**src/rtl/riscv_hazard_scoreboard.sv**
```systemverilog
// riscv_hazard_scoreboard: in-flight write tracking, youngest-producer operand forwarding and load-use stall.
// Optional feature macro HAZARD_PERF_CNT_EN adds stall-cycle and forwarding-event counters.
module riscv_hazard_scoreboard #(
   parameter int NUM_SRC        = 2,
   parameter int DEPTH          = 3,
   parameter int LOAD_READY_IDX = 1,
   parameter int XLEN           = 32
) (
   input  logic                               clk,
   input  logic                               rst_n,
   input  logic                               id_valid,
   input  logic                               id_we,
   input  logic                               id_is_load,
   input  logic [4:0]                         id_rd,
   input  logic [NUM_SRC*5-1:0]               id_src,
   input  logic [NUM_SRC*XLEN-1:0]            rf_data,
   input  logic [DEPTH*XLEN-1:0]              stage_data,
   input  logic                               flush,
   output logic                               stall,
   output logic [NUM_SRC*$clog2(DEPTH+1)-1:0] fwd_sel,
   output logic [NUM_SRC*XLEN-1:0]            operand
`ifdef HAZARD_PERF_CNT_EN
   ,
   output logic [31:0]                        perf_stall_cycles,
   output logic [31:0]                        perf_fwd_events
`endif
);
   localparam int SW = $clog2(DEPTH+1);
   logic [DEPTH-1:0]   ent_v;
   logic [DEPTH-1:0]   ent_ld;
   logic [4:0]         ent_rd [DEPTH];
   logic [NUM_SRC-1:0] hazard;
   // Scan oldest to youngest so the youngest matching producer overwrites the others.
   always_comb begin
      fwd_sel = '0;
      operand = rf_data;
      hazard  = '0;
      for (int j = 0; j < NUM_SRC; j++)
         for (int i = DEPTH-1; i >= 0; i--)
            if (ent_v[i] && id_src[j*5 +: 5] != 5'd0 && ent_rd[i] == id_src[j*5 +: 5]) begin
               fwd_sel[j*SW +: SW]     = SW'(i+1);
               operand[j*XLEN +: XLEN] = stage_data[i*XLEN +: XLEN];
               hazard[j]               = ent_ld[i] && i < LOAD_READY_IDX;
            end
   end
   assign stall = id_valid & |hazard & ~flush;
   always_ff @(posedge clk)
      if (!rst_n) begin
         ent_v  <= '0;
         ent_ld <= '0;
      end else begin
         for (int i = DEPTH-1; i > 0; i--) begin
            ent_v[i]  <= ent_v[i-1];
            ent_ld[i] <= ent_ld[i-1];
            ent_rd[i] <= ent_rd[i-1];
         end
         ent_v[0]  <= id_valid & id_we & (id_rd != 5'd0) & ~stall & ~flush;
         ent_ld[0] <= id_is_load;
         ent_rd[0] <= id_rd;
      end
`ifdef HAZARD_PERF_CNT_EN
   logic [31:0] fwd_cnt;
   always_comb begin
      fwd_cnt = '0;
      for (int j = 0; j < NUM_SRC; j++)
         fwd_cnt = fwd_cnt + 32'(fwd_sel[j*SW +: SW] != '0);
   end
   always_ff @(posedge clk)
      if (!rst_n) begin
         perf_stall_cycles <= '0;
         perf_fwd_events   <= '0;
      end else begin
         perf_stall_cycles <= perf_stall_cycles + 32'(stall);
         if (id_valid && !stall)
            perf_fwd_events <= perf_fwd_events + fwd_cnt;
      end
`endif
endmodule

```
**config.mk**
```make
export PLATFORM = sky130hd
export DESIGN_NAME = riscv_hazard_scoreboard
export DESIGN_NICKNAME = d
export VERILOG_FILES = /design/src/rtl/riscv_hazard_scoreboard.sv
export SDC_FILE = /design/constraint.sdc
export NUM_CORES = 1
export LEC_CHECK = 0
export ABC_CLOCK_PERIOD_IN_PS = 2100
export BUFFER_PORTS_ARGS = -buffer_cell sky130_fd_sc_hd__buf_2
export CORE_AREA = 2 2 97 99
export DETAILED_ROUTE_END_ITERATION = 8
export DIE_AREA = 0 0 99 101
export GPL_TIMING_DRIVEN = 0
export HOLD_SLACK_MARGIN = 0.15
export PLACE_DENSITY = 0.68
export SLEW_MARGIN = 20
export SYNTH_ARGS = -nofsm -noshare
export SYNTH_HDL_FRONTEND = slang
export SYNTH_SLANG_ARGS = --single-unit
```
**constraint.sdc**
```tcl
create_clock -name clk -period 2.1 [get_ports clk]
set_input_delay 0.105 -clock clk [delete_from_list [all_inputs] [get_ports clk]]
set_output_delay 0.105 -clock clk [all_outputs]
set_load 0.02 [all_outputs]
```
# ---- Word level (Yosys, flattened, before mapping)
# Memories as Yosys holds them, arrays and structs flattened.
# Index checks and enable logic that the tools add are counted.
dict set report totals {
  word_cells 48
  out_inout_bits 69
  memories 1
  ramBits 15
  reg_bits 4
  input_bits 181
}
dict set report classes {
  n_eq_ne 6
  n_reduce_logical 16
  bitwise_logic 8
  n_mux 15
}
# name depth word_bits read_ports rd_clocked_by_memory_dff wr line_no
set memory_table {}
lappend memory_table {ent_rd 3 5 3 0 3 31} ;# logic [4:0] ent_rd [DEPTH];
# operator count
set ops {}
lappend ops {{2-to-1 mux 32 bit} 6}
lappend ops {{equality test 5 bit} 6}
lappend ops {{nonzero test 5 bit} 3}
lappend ops {{logical AND 1 bit} 12}
lappend ops {{2-to-1 mux 2 bit} 6}
lappend ops {{bitwise AND 1 bit} 6}
lappend ops {{2-to-1 mux 1 bit} 3}
lappend ops {{NOT 1 bit} 2}
lappend ops {{OR reduction 2 bit} 1}

# ---- Longest topological paths before layout
# Gate-level depths: netlist of the first run.
dict set report logic_depth {
  depth_word 10
  depth_mapped 8
  mapped_depth_nobuf 5
}

# ---- Worst setup path before layout of the first run
# No wires, ideal clock.
dict set report synth_timing {
  path_type {flip-flop to output port}
  from {mem ent_rd[2][2], in the netlist ent_rd[0][12]}
  to {out fwd_sel[0]}
  path_slack_ns 0.160
  path_buffers 2
  arrival_time_ns 1.835
  stages_incl_launch_ff 7
  required_time_ns 1.995
  path_cell_list {edfxtp_1 > xnor2_1 > o211ai_2 > or3_1 > buf_4 > buf_6 > o21ai_0}
}
# item line_no
set synth_lines {}
lappend synth_lines {{from (decl)} 31}
lappend synth_lines {{to (decl)} 20} ;# output logic [NUM_SRC*$clog2(DEPTH+1)-1:0] fwd_sel,

==> reports/results.ini, run 1 <==
[setup_path]
cp-start-kind = flop
r2r_cells = 8
crit_fanout = 10
worstPathRequired_ns = 2.00
timing.rr.start = ent_rd[0][0]$_DFFE_PP_
worstSetupPathType = reg2out
startpoint = ent_rd[0][11]$_DFFE_PP_
worstPathArrival_ns = 2.25
endpoint_kind = output pin
r2r_setup_slack_ns = 0.18
critPathCapture = operand[43]
rr_endpoint = ent_v[0]$_SDFF_PN0_

[timing]
rsz0062_at_grt = yes
finalSetupViolCount = 67
relSlewSlack = 0.720
max_freq_ghz = 0.424
setup_ws_ns = -0.259
hold_violations = 0
timing.hold.ws_ns = 0.305
fin_crit_sh = 1.12
finalMaxSlewViolations = 0
period_needed_ns = 2.36
worstMarginPinSlew_ns = 0.419
fin_worst_skew_ns = 0.00300

[yosys]
yosys_warnings = 0
syn_inst = 424
post_synth_num_cell_types = 27
async_reset_ff_frac = 0
ys_ff_latch = 19
syn-mean-instance-area_um2 = 7.00
syn_area_mm2 = 0.00297
yosysSeqAreaShare = 0.179
ys_top_cells_by_area = a221oi_1 18%, edfxtp_1 15%, o21ai_0 12%
synth_flop_cell = edfxtp_1
synth_edf_count = 15
syn_nets = 605
yosysTopAreaCell = a221oi_1
yosys.area.top_type_share = 0.183

[route]
first_pass_iters = 5
vias = 4706
viasPerCell = 5.77
drtIter0Drc = 207
ant_nets = 0
avgRoutedWirePerCell_um = 19.0
drc = 0
routed_wl_um = 15500

[placement]
dp_hpwl_um = 11000
port_buffers = 247
dp.cells = 782
globalplace.congestion = 0.924

[layout]
insertedDiodeCount = 0
fill_cells = 810
instances_no_fill = 815
drive_gt1_frac = 0.568
areaGrowthSynthToFinish_pct = 90.3
nets = 886

[cts]
htree_levels = 1
cts_buffers = 3
cts_tree = done
clk_latency_ns = 0.25
cts_buffer_depth = 2
cts_num_sinks = 19
cts_root_buf = clkbuf_8
clkTransAtPathRegs_ns = 0.07

[floorplanning]
dieArea_mm2 = 0.0100
die_h_um = 101
coreArea_mm2 = 0.00898
rows = 35
pin_count = 250
initial_core_util = 0.331
die_width_um = 99

[global_route]
grt_pass1_wl_um = 22900
grt_usage = 0.282
antenna_found_initial = 0
grt_max_degree = 20
grt_pass1_vias = 4763
grt-ovfl-total = 0

[run]
maxCapViolations = 0

[min_path]
hold_class = in2reg

[power]
p_total_uw = 1440
power.leakage_uw = 0.00231
power_density_mw_per_mm2 = 255
vdd_drop_max_mv = 0.490

[outcome]
status = finished with violations
failed_checks = negative setup slack

state kept, by name, summed over array words and instances, names as in the netlist:
signal / count
ent_ld: 1
ent_rd: 15
ent_v: 3
kinds of logic after synthesis:
logic type	synth area share
AOI/OAI and AO/OA	0.426
and+or+nand+nor	0.218
buffers and inverters	0.0890
xor gates and xnor gates	0.0885
DFF	0.179
Yosys cell counts (3+ instances only):
library cell / instances
and2_1: 35
o21ai_1: 59
a221oi_1: 62
nor2_2: 3
buf_6: 9
xnor2_1: 30
or3_1: 4
a21oi_1: 3
nand2_1: 68
nand4_1: 4
edfxtp_1: 15
buf_2: 13
nor3_1: 5
dfxtp_1: 4
clkbuf_1: 21
o21ai_0: 71
critical path, stage by stage (launching register included):
cell      delay (ns)
edfxtp_1        0.48
xnor2_2         0.17
o211ai_2        0.10
or3_1           0.39
buf_6           0.16
buf_12          0.16
a221oi_4        0.28
o21ai_1         0.10
buf_4           0.16
cell type report:
class,instances,area (µm²),share of cell area
Timing Repair Buffer,276,1660,0.295
Multi-Input combinational cell,359,2840,0.503
Inverter,1,3.75,0.000665
Tap cell,111,139,0.0246
Clock buffer,4,45.0,0.00798
Sequential cell,19,531,0.0940
Buffer,45,424,0.0751
per-stage QoR:
step                instance area (µm²)  worst slack (ns)  utilization  TNS [ns]
global route                       5650            -0.368        0.629    -20.25
CTS                                5270            -0.249        0.586    -12.85
finish                             5650            -0.259        0.629    -12.69
detailed placement                 4340            -0.349        0.484    -16.90
floorplan                          2970             0.160            -         0
global placement                   4340            -0.350        0.484    -16.80
how the worst min path moves through the flow:
stage,from,to,slack [ns],cells past startpoint
global placement,id_rd[4],ent_rd[0][4]$_DFFE_PP_,0.29,1
detailed placement,id_rd[0],ent_rd[0][0]$_DFFE_PP_,0.30,1
finish,rst_n,ent_rd[0][7]$_DFFE_PP_,0.31,1
CTS,id_valid,ent_v[0]$_SDFF_PN0_,0.28,4
global route,rst_n,ent_rd[0][2]$_DFFE_PP_,0.31,1
floorplan,id_rd[0],ent_rd[0][0]$_DFFE_PP_,0.20,0
cells in the final DEF, fill, tap and decap left out, types with 2 or more instances in the layout:
master           n
buf_2          186
buf_4           86
o21ai_1         73
nand2_1         68
o21ai_0         51
a221oi_2        48
and2_1          35
xnor2_1         27
a221oi_4        15
edfxtp_1        15
buf_6           13
clkbuf_4        10
dlygate4sd3_1    8
clkbuf_8         7
o21ai_2          6
clkbuf_1         5
nand4_1          4
nor3_4           4
or3_1            4
buf_12           4
dfxtp_1          4
nor2_2           3
xnor2_2          3
buf_8            3
clkbuf_2         3
or4_4            2
o211ai_2         2
nand3_1          2
nor2_1           2
or3_4            2
a21oi_2          2
what timing repair did:
item / 4_1_cts / 5_1_grt
hold buffers: 8 / 0
pin swaps: 69 / 49
gates resized for setup: 185 / 75
endpoints found under the setup margin: 68 / 69
endpoints found under the hold margin: 7 / 0
cloned: 2 / 0
setup buffers: 7 / 12
per-layer routing:
metal	up-vias	GRT usage	part of all wire
li1	2181	-	-
met1	2230	0.338	0.38
met2	259	0.531	0.52
met3	36	0.0229	0.072
met4	0	0.0896	0.021
met5	-	0	0
where the power goes:
part	leakage, µW	switching (µW)	total [µW]	internal (µW)
Combinational	0.00210	356	741	385
Clock	0.0000228	111	246	135
Sequential	0.000179	22.8	456	433
Total	0.00231	490	1440	953
Power figures use the tool's default switching activity.
==> run 2, diff against run 1 <==
Settings changed: CORE_AREA 2 2 97 99 to 2 2 98 100, DIE_AREA 0 0 99 101 to 0 0 100 102, PLACE_DENSITY 0.68 to 0.67.
==> run 2 against run 1 <==
The flow still finishes with violations (negative setup slack); critical path depth unchanged; sequential share of layout area is 0.074 points lower; clock power up 6%; combinational power decreased by 0.8%; clock skew increased by 0.0016 ns; power increased by 0.54%; worst hold slack lost 0.010 ns; highest routed layer unchanged; critical path type unchanged; setup slack worse by 0.031 ns; final cell count down 0.37%; register-to-register slack better by 0.12 ns; non-clock buffer count down 4; fmax fell by 1.3%.
==> reports/results.ini, run 2 (synthesis gave the netlist of run 1 again) <==
[layout]
fill_cells = 838  ; +3.5%
nets = 883  ; -0.34%
insertedDiodeCount = 0  ; unchanged
drive_gt1_frac = 0.579  ; +0.0110
multi_input_area_mm2 = 0.00282  ; -0.62%
reg.largest.list = ent_rd x15, ent_v x3, ent_ld x1
largest_reg_flops = 15  ; unchanged
areaGrowthSynthToFinish_pct = 91.8
largest-register = ent_rd
instances_no_fill = 812  ; -0.37%
regArea_um2 = 531  ; unchanged
final_cell_mix = 196 x buf_2, 95 x o21ai_1, 69 x buf_4, 68 x nand2_1, 50 x a221oi_2
final_util = 0.625  ; -0.00413
final_common_cell = buf_2

[power]
power_density_mw_per_mm2 = 255  ; -0.26%
power.leakage_uw = 0.00235  ; +1.9%
vdd_drop_max_mv = 0.342  ; -30%

[timing]
worstMarginPinSlew_ns = 0.403  ; -0.0162 ns
rsz0062_at_grt = yes
finalSetupViolCount = 68  ; +1.5%
setup_ws_ns = -0.290  ; -0.0307 ns
timing.hold.ws_ns = 0.295  ; -0.0101 ns
hold_violations = 0  ; unchanged
fin_crit_sh = 1.14  ; +0.0146
fin_worst_skew_ns = 0.00462  ; +0.00162 ns
period_needed_ns = 2.39  ; +0.0307 ns
setup_tns_ns = -13.19  ; -0.497 ns
relSlewSlack = 0.731  ; +0.0118
max_freq_ghz = 0.418  ; -1.3%
finalMaxSlewViolations = 0  ; unchanged

[setup_path]
worstPathRequired_ns = 2.00  ; about the same
path_cells = xnor2_1, o211ai_2, or3_4, buf_6, buf_12, a221oi_4, o21ai_1, buf_4
critPathSlowestCell = edfxtp_1
crit_fanout = 10  ; unchanged
worstPathArrival_ns = 2.28  ; +0.03 ns
endpoint_kind = output pin
worstSetupPathType = reg2out
path_delay_family = compound AO/OA/AOI/OAI gates
cp-start-kind = flop
crit_buf_inv = 3  ; unchanged
slowest_delay_ns = 0.44  ; -0.04 ns

[floorplanning]
dieArea_mm2 = 0.0102  ; +2.0%
die_h_um = 102  ; +0.99%
coreArea_mm2 = 0.00911  ; +1.5%
initial_core_util = 0.326  ; -0.00477
rows = 35  ; unchanged
pin_count = 250  ; unchanged
die_width_um = 100  ; +1.0%

[cts]
cts_num_sinks = 19  ; unchanged
htree_levels = 1  ; unchanged
clk_latency_ns = 0.26  ; about the same
cts_root_buf = clkbuf_8
cts_tree = done
cts_buffer_depth = 2  ; unchanged
clkTransAtPathRegs_ns = 0.07  ; about the same
cts_buffers = 3  ; unchanged

[global_route]
grt_pass1_wl_um = 23500  ; +2.3%
grt_busiest_layer = met2
grt_max_degree = 20  ; unchanged
grt_pass1_vias = 4801  ; +0.80%
antenna_found_initial = 1  ; +1
use_met3 = 0.0212  ; -0.00168
grt-ovfl-total = 0  ; unchanged
grtUsageMet2 = 0.545  ; +0.0140
use_met1 = 0.344  ; +0.00581
grt_usage = 0.286  ; +0.00355

[placement]
place_ws_ns = -0.424  ; -0.0754 ns
dp_hpwl_um = 11200  ; +2.4%
port_buffers = 247  ; unchanged
globalplace.congestion = 0.913  ; -1.1%
dp.cells = 782  ; unchanged

[min_path]
hold_class = in2reg

[route]
vias = 4747  ; +0.87%
ant_nets = 0  ; unchanged
first_pass_iters = 5  ; unchanged
viasPerCell = 5.85  ; +1.2%
avgRoutedWirePerCell_um = 20.0  ; +5.1%
routed_wl_um = 16200  ; +4.7%
drtIter0Drc = 232  ; +12%
drc = 0  ; unchanged

[outcome]
status = finished with violations
failed_checks = negative setup slack

[run]
maxCapViolations = 0  ; unchanged

[run 2: worst register-to-register path: cells and delay by family (launching register included)]
kind	cells	cell delay (ns)
AO/OA/AOI/OAI	1	0.14
XOR/XNOR	1	0.18
buffers and inverters	2	0.27
flip-flops	1	0.44
AND/OR/NAND/NOR	3	0.66
[run 2: timing repair]
action,4_1_cts,5_1_grt
hold buffers,8,0
gates cloned,1,3
setup endpoints to repair,68,69
hold endpoints to repair,7,0
resized for setup,184,129
buffers inserted,9,6
pin swaps,67,22
[run 2: power by group]
part	switching (µW)	total, µW	internal (µW)
sequential	22.6	456	433
clock	126	260	134
combinational	361	735	374
[run 2: path summary, 6_finish.rpt]
| check | from | endpoint | slack, ns | cells past startpoint |
|---|---|---|---|---|
| worst max-delay path | ent_rd[0][11]$_DFFE_PP_ | operand[38] | -0.29 | 8 |
| worst min-delay path | rst_n | ent_rd[0][2]$_DFFE_PP_ | 0.29 | 1 |
| worst max register to register | ent_rd[0][0]$_DFFE_PP_ | ent_v[0]$_SDFF_PN0_ | 0.30 | 7 |
| worst min register to register | ent_v[0]$_SDFF_PN0_ | ent_v[1]$_SDFF_PN0_ | 0.49 | 1 |
[run 2: area by class of cell]
type | count | share of cell area
sequential | 19 | 0.0932
timing repair buffer | 272 | 0.292
buffer | 45 | 0.0851
clock inverter | 1 | 0.00132
clock buffer | 3 | 0.00725
inverter | 1 | 0.000659
multi-input combinational | 360 | 0.496
tap | 111 | 0.0244
[run 2: metrics by stage]
| stage | total power [µW] | area (µm²) |
|---|---|---|
| finish | 1450 | 5690 |
| global route | 1520 | 5690 |
| CTS | 1410 | 5280 |
| detailed placement | 1050 | 4340 |
| global placement | 1040 | 4340 |
| floorplan | 742 | 2970 |
[run 2: routing by layer]
metal  wire, µm  part of all wire  vias to the layer above
li1           -                 -                     2176
met1       6210              0.38                     2251
met2       8560              0.53                      288
met3       1170             0.072                       32
met4        300             0.018                        0
met5          0                 0                        -
==> run 3, diff against run 2 <==
--- a/config.mk
+++ b/config.mk
@@ -15,2 +15,3 @@
 export PLACE_DENSITY = 0.67
+export RECOVER_POWER = 100
 export SLEW_MARGIN = 20
==> constraint.sdc (replaced) <==
create_clock -name clk -period 2.1 [get_ports clk]
set_input_delay 0.42 -clock clk [delete_from_list [all_inputs] [get_ports clk]]
set_output_delay 0.42 -clock clk [all_outputs]
set_load 0.02 [all_outputs]
==> run 3 against run 2 <==
The flow still finishes with violations (negative setup slack); critical endpoint is now operand[2]; wire length fell by 2.0%; largest power group unchanged; register-to-register slack got worse by 0.04 ns; via count fell by 1.0%; sequential cell count did not move; largest cell class unchanged; first-iteration DRC count fell by 50%.
==> reports/results.ini, run 3 (synthesis gave the netlist of run 1 again) <==
[outcome]
failed_checks = negative setup slack
status = finished with violations

[route]
first_pass_iters = 4  ; -1
vias = 4698  ; -1.0%
viasPerCell = 5.86  ; +0.20%
drc = 0  ; unchanged
avgRoutedWirePerCell_um = 19.9  ; -0.76%
routed_wl_um = 15900  ; -2.0%
drtIter0Drc = 116  ; -50%
ant_nets = 0  ; unchanged

[power]
p_total_uw = 1510  ; +4.2%
switching_share = 0.359  ; +0.00714
clock_power_share = 0.170  ; -0.009
vdd_drop_max_mv = 0.341  ; -0.26%
power.leakage_uw = 0.00244  ; +3.8%
power_density_mw_per_mm2 = 245  ; -3.8%
internal_power_uw = 969  ; +3.1%
sequentialPowerShare = 0.302  ; -0.012
p_comb_frac = 0.528  ; +0.021
switchingPower_uw = 542  ; +6.3%

[global_route]
grt_pass1_vias = 4557  ; -5.1%
grt_max_degree = 20  ; unchanged
antenna_found_initial = 1  ; unchanged
grt-ovfl-total = 0  ; unchanged
grt_pass1_wl_um = 23200  ; -1.4%
grt_usage = 0.286  ; about the same

[cts]
clk_latency_ns = 0.26  ; about the same
cts_num_sinks = 19  ; unchanged
cts_tree = done
clkTransAtPathRegs_ns = 0.07  ; about the same
cts_buffers = 3  ; unchanged
htree_levels = 1  ; unchanged
cts_root_buf = clkbuf_8
cts_buffer_depth = 2  ; unchanged

[layout]
fin_area_mm2 = 0.00616  ; +8.3%
multi_input_area_mm2 = 0.00336  ; +19%
final_util = 0.677  ; +0.0518
largest_reg_flops = 15  ; unchanged
reg.largest.list = ent_rd x15, ent_v x3, ent_ld x1
final_cell_mix = 214 x buf_2, 89 x o21ai_2, 68 x nand2_1, 43 x buf_6
instances_no_fill = 802  ; -1.2%
fill_cells = 749  ; -11%
largest-register = ent_rd
final_common_cell = buf_2
areaGrowthSynthToFinish_pct = 108
regArea_um2 = 531  ; unchanged
nets = 872  ; -1.2%
drive_gt1_frac = 0.688  ; +0.109

[run]
maxCapViolations = 0  ; unchanged

[setup_path]
crit_fanout = 10  ; unchanged
worstPathArrival_ns = 2.25  ; -0.03 ns
cp-start-kind = input port
startpoint = id_src[1]
timing.rr.start = ent_rd[0][0]$_DFFE_PP_
worstSetupPathType = in2out
r2r_setup_slack_ns = 0.26  ; -0.04 ns
endpoint_kind = output pin
worstPathRequired_ns = 1.68  ; -0.32 ns

[timing]
rsz0062_at_grt = yes
worstMarginPinSlew_ns = 0.995  ; +0.592 ns
fin_worst_skew_ns = 0.00565  ; +0.00103 ns
finalSetupViolCount = 69  ; +1.5%
max_freq_ghz = 0.374  ; -11%
fin_crit_sh = 1.27  ; +0.136
period_needed_ns = 2.67  ; +0.285 ns
finalMaxSlewViolations = 0  ; unchanged
relSlewSlack = 0.337  ; -0.394
setup_ws_ns = -0.575  ; -0.285 ns
hold_violations = 0  ; unchanged

[placement]
place_area_mm2 = 0.00488  ; +12%
dp.cells = 782  ; unchanged
globalplace.congestion = 0.947  ; +3.8%
port_buffers = 247  ; unchanged
dp_hpwl_um = 11500  ; +2.7%

[min_path]
worstHoldStart = id_rd[1]
hold_class = in2reg

[floorplanning]
pin_count = 250  ; unchanged
die_width_um = 100  ; unchanged
initial_core_util = 0.326  ; unchanged
dieArea_mm2 = 0.0102  ; unchanged
coreArea_mm2 = 0.00911  ; unchanged
rows = 35  ; unchanged
die_h_um = 102  ; unchanged

==> run 3: path summary, 6_finish.rpt <==
check / end / cells after the start
hold / removal: ent_rd[0][1]$_DFFE_PP_ / 1
setup / recovery: operand[2] / 8
setup reg to reg: ent_v[0]$_SDFF_PN0_ / 7
hold reg to reg: ent_v[1]$_SDFF_PN0_ / 1
==> run 3: worst max-delay path, stage by stage <==
cell and delay, ns:
buf_2 0.16, or4_4 0.57, nor2_4 0.20, nor3_4 0.10, clkbuf_4 0.23, a221oi_1 0.31
o21ai_2 0.09, buf_2 0.17
==> run 3: stage by stage <==
| step | hold slack [ns] | setup WS, ns | setup TNS (ns) |
|---|---|---|---|
| CTS | 0.340 | -0.562 | -34.83 |
| floorplan | 0.452 | -0.162 | -9.50 |
| global route | 0.339 | -0.666 | -41.18 |
| global placement | 0.468 | -0.813 | -47.24 |
| finish | 0.345 | -0.575 | -35.20 |
| detailed placement | 0.470 | -0.842 | -49.00 |
==> run 3: per-layer routing <==
metal,GRT usage,part of all wire
met4,0.100,0.032
met5,0,0
met2,0.518,0.51
met1,0.352,0.39
met3,0.0321,0.066
==> run 3: layout make-up <==
type | instances | share of cell area
Sequential cell | 19 | 0.0861
Multi-Input combinational cell | 359 | 0.545
Tap cell | 111 | 0.0225
Antenna cell | 1 | 0.000406
Clock inverter | 1 | 0.000812
Clock buffer | 3 | 0.00670
Buffer | 45 | 0.0826
Inverter | 1 | 0.000609
Timing Repair Buffer | 262 | 0.255
==> run 3: timing repair <==
item | CTS | global route
gates resized for setup | 140 | 144
pin swaps | 12 | 11
gates cloned | 3 | 0
hold buffers | 0 | 0
setup buffers | 6 | 6
endpoints found under the setup margin | 69 | 69
==> run 3: power by group through the flow <==
| stage | Sequential [µW] | Combinational, µW | Clock, µW |
|---|---|---|---|
| 2_1_floorplan | 458 | 336 | 0 |
| 3_3_place_gp | 462 | 640 | 0 |
| 3_5_place_dp | 462 | 651 | 0 |
| 4_1_cts | 454 | 719 | 266 |
| 5_1_grt | 459 | 843 | 280 |
| 6_report | 456 | 799 | 257 |
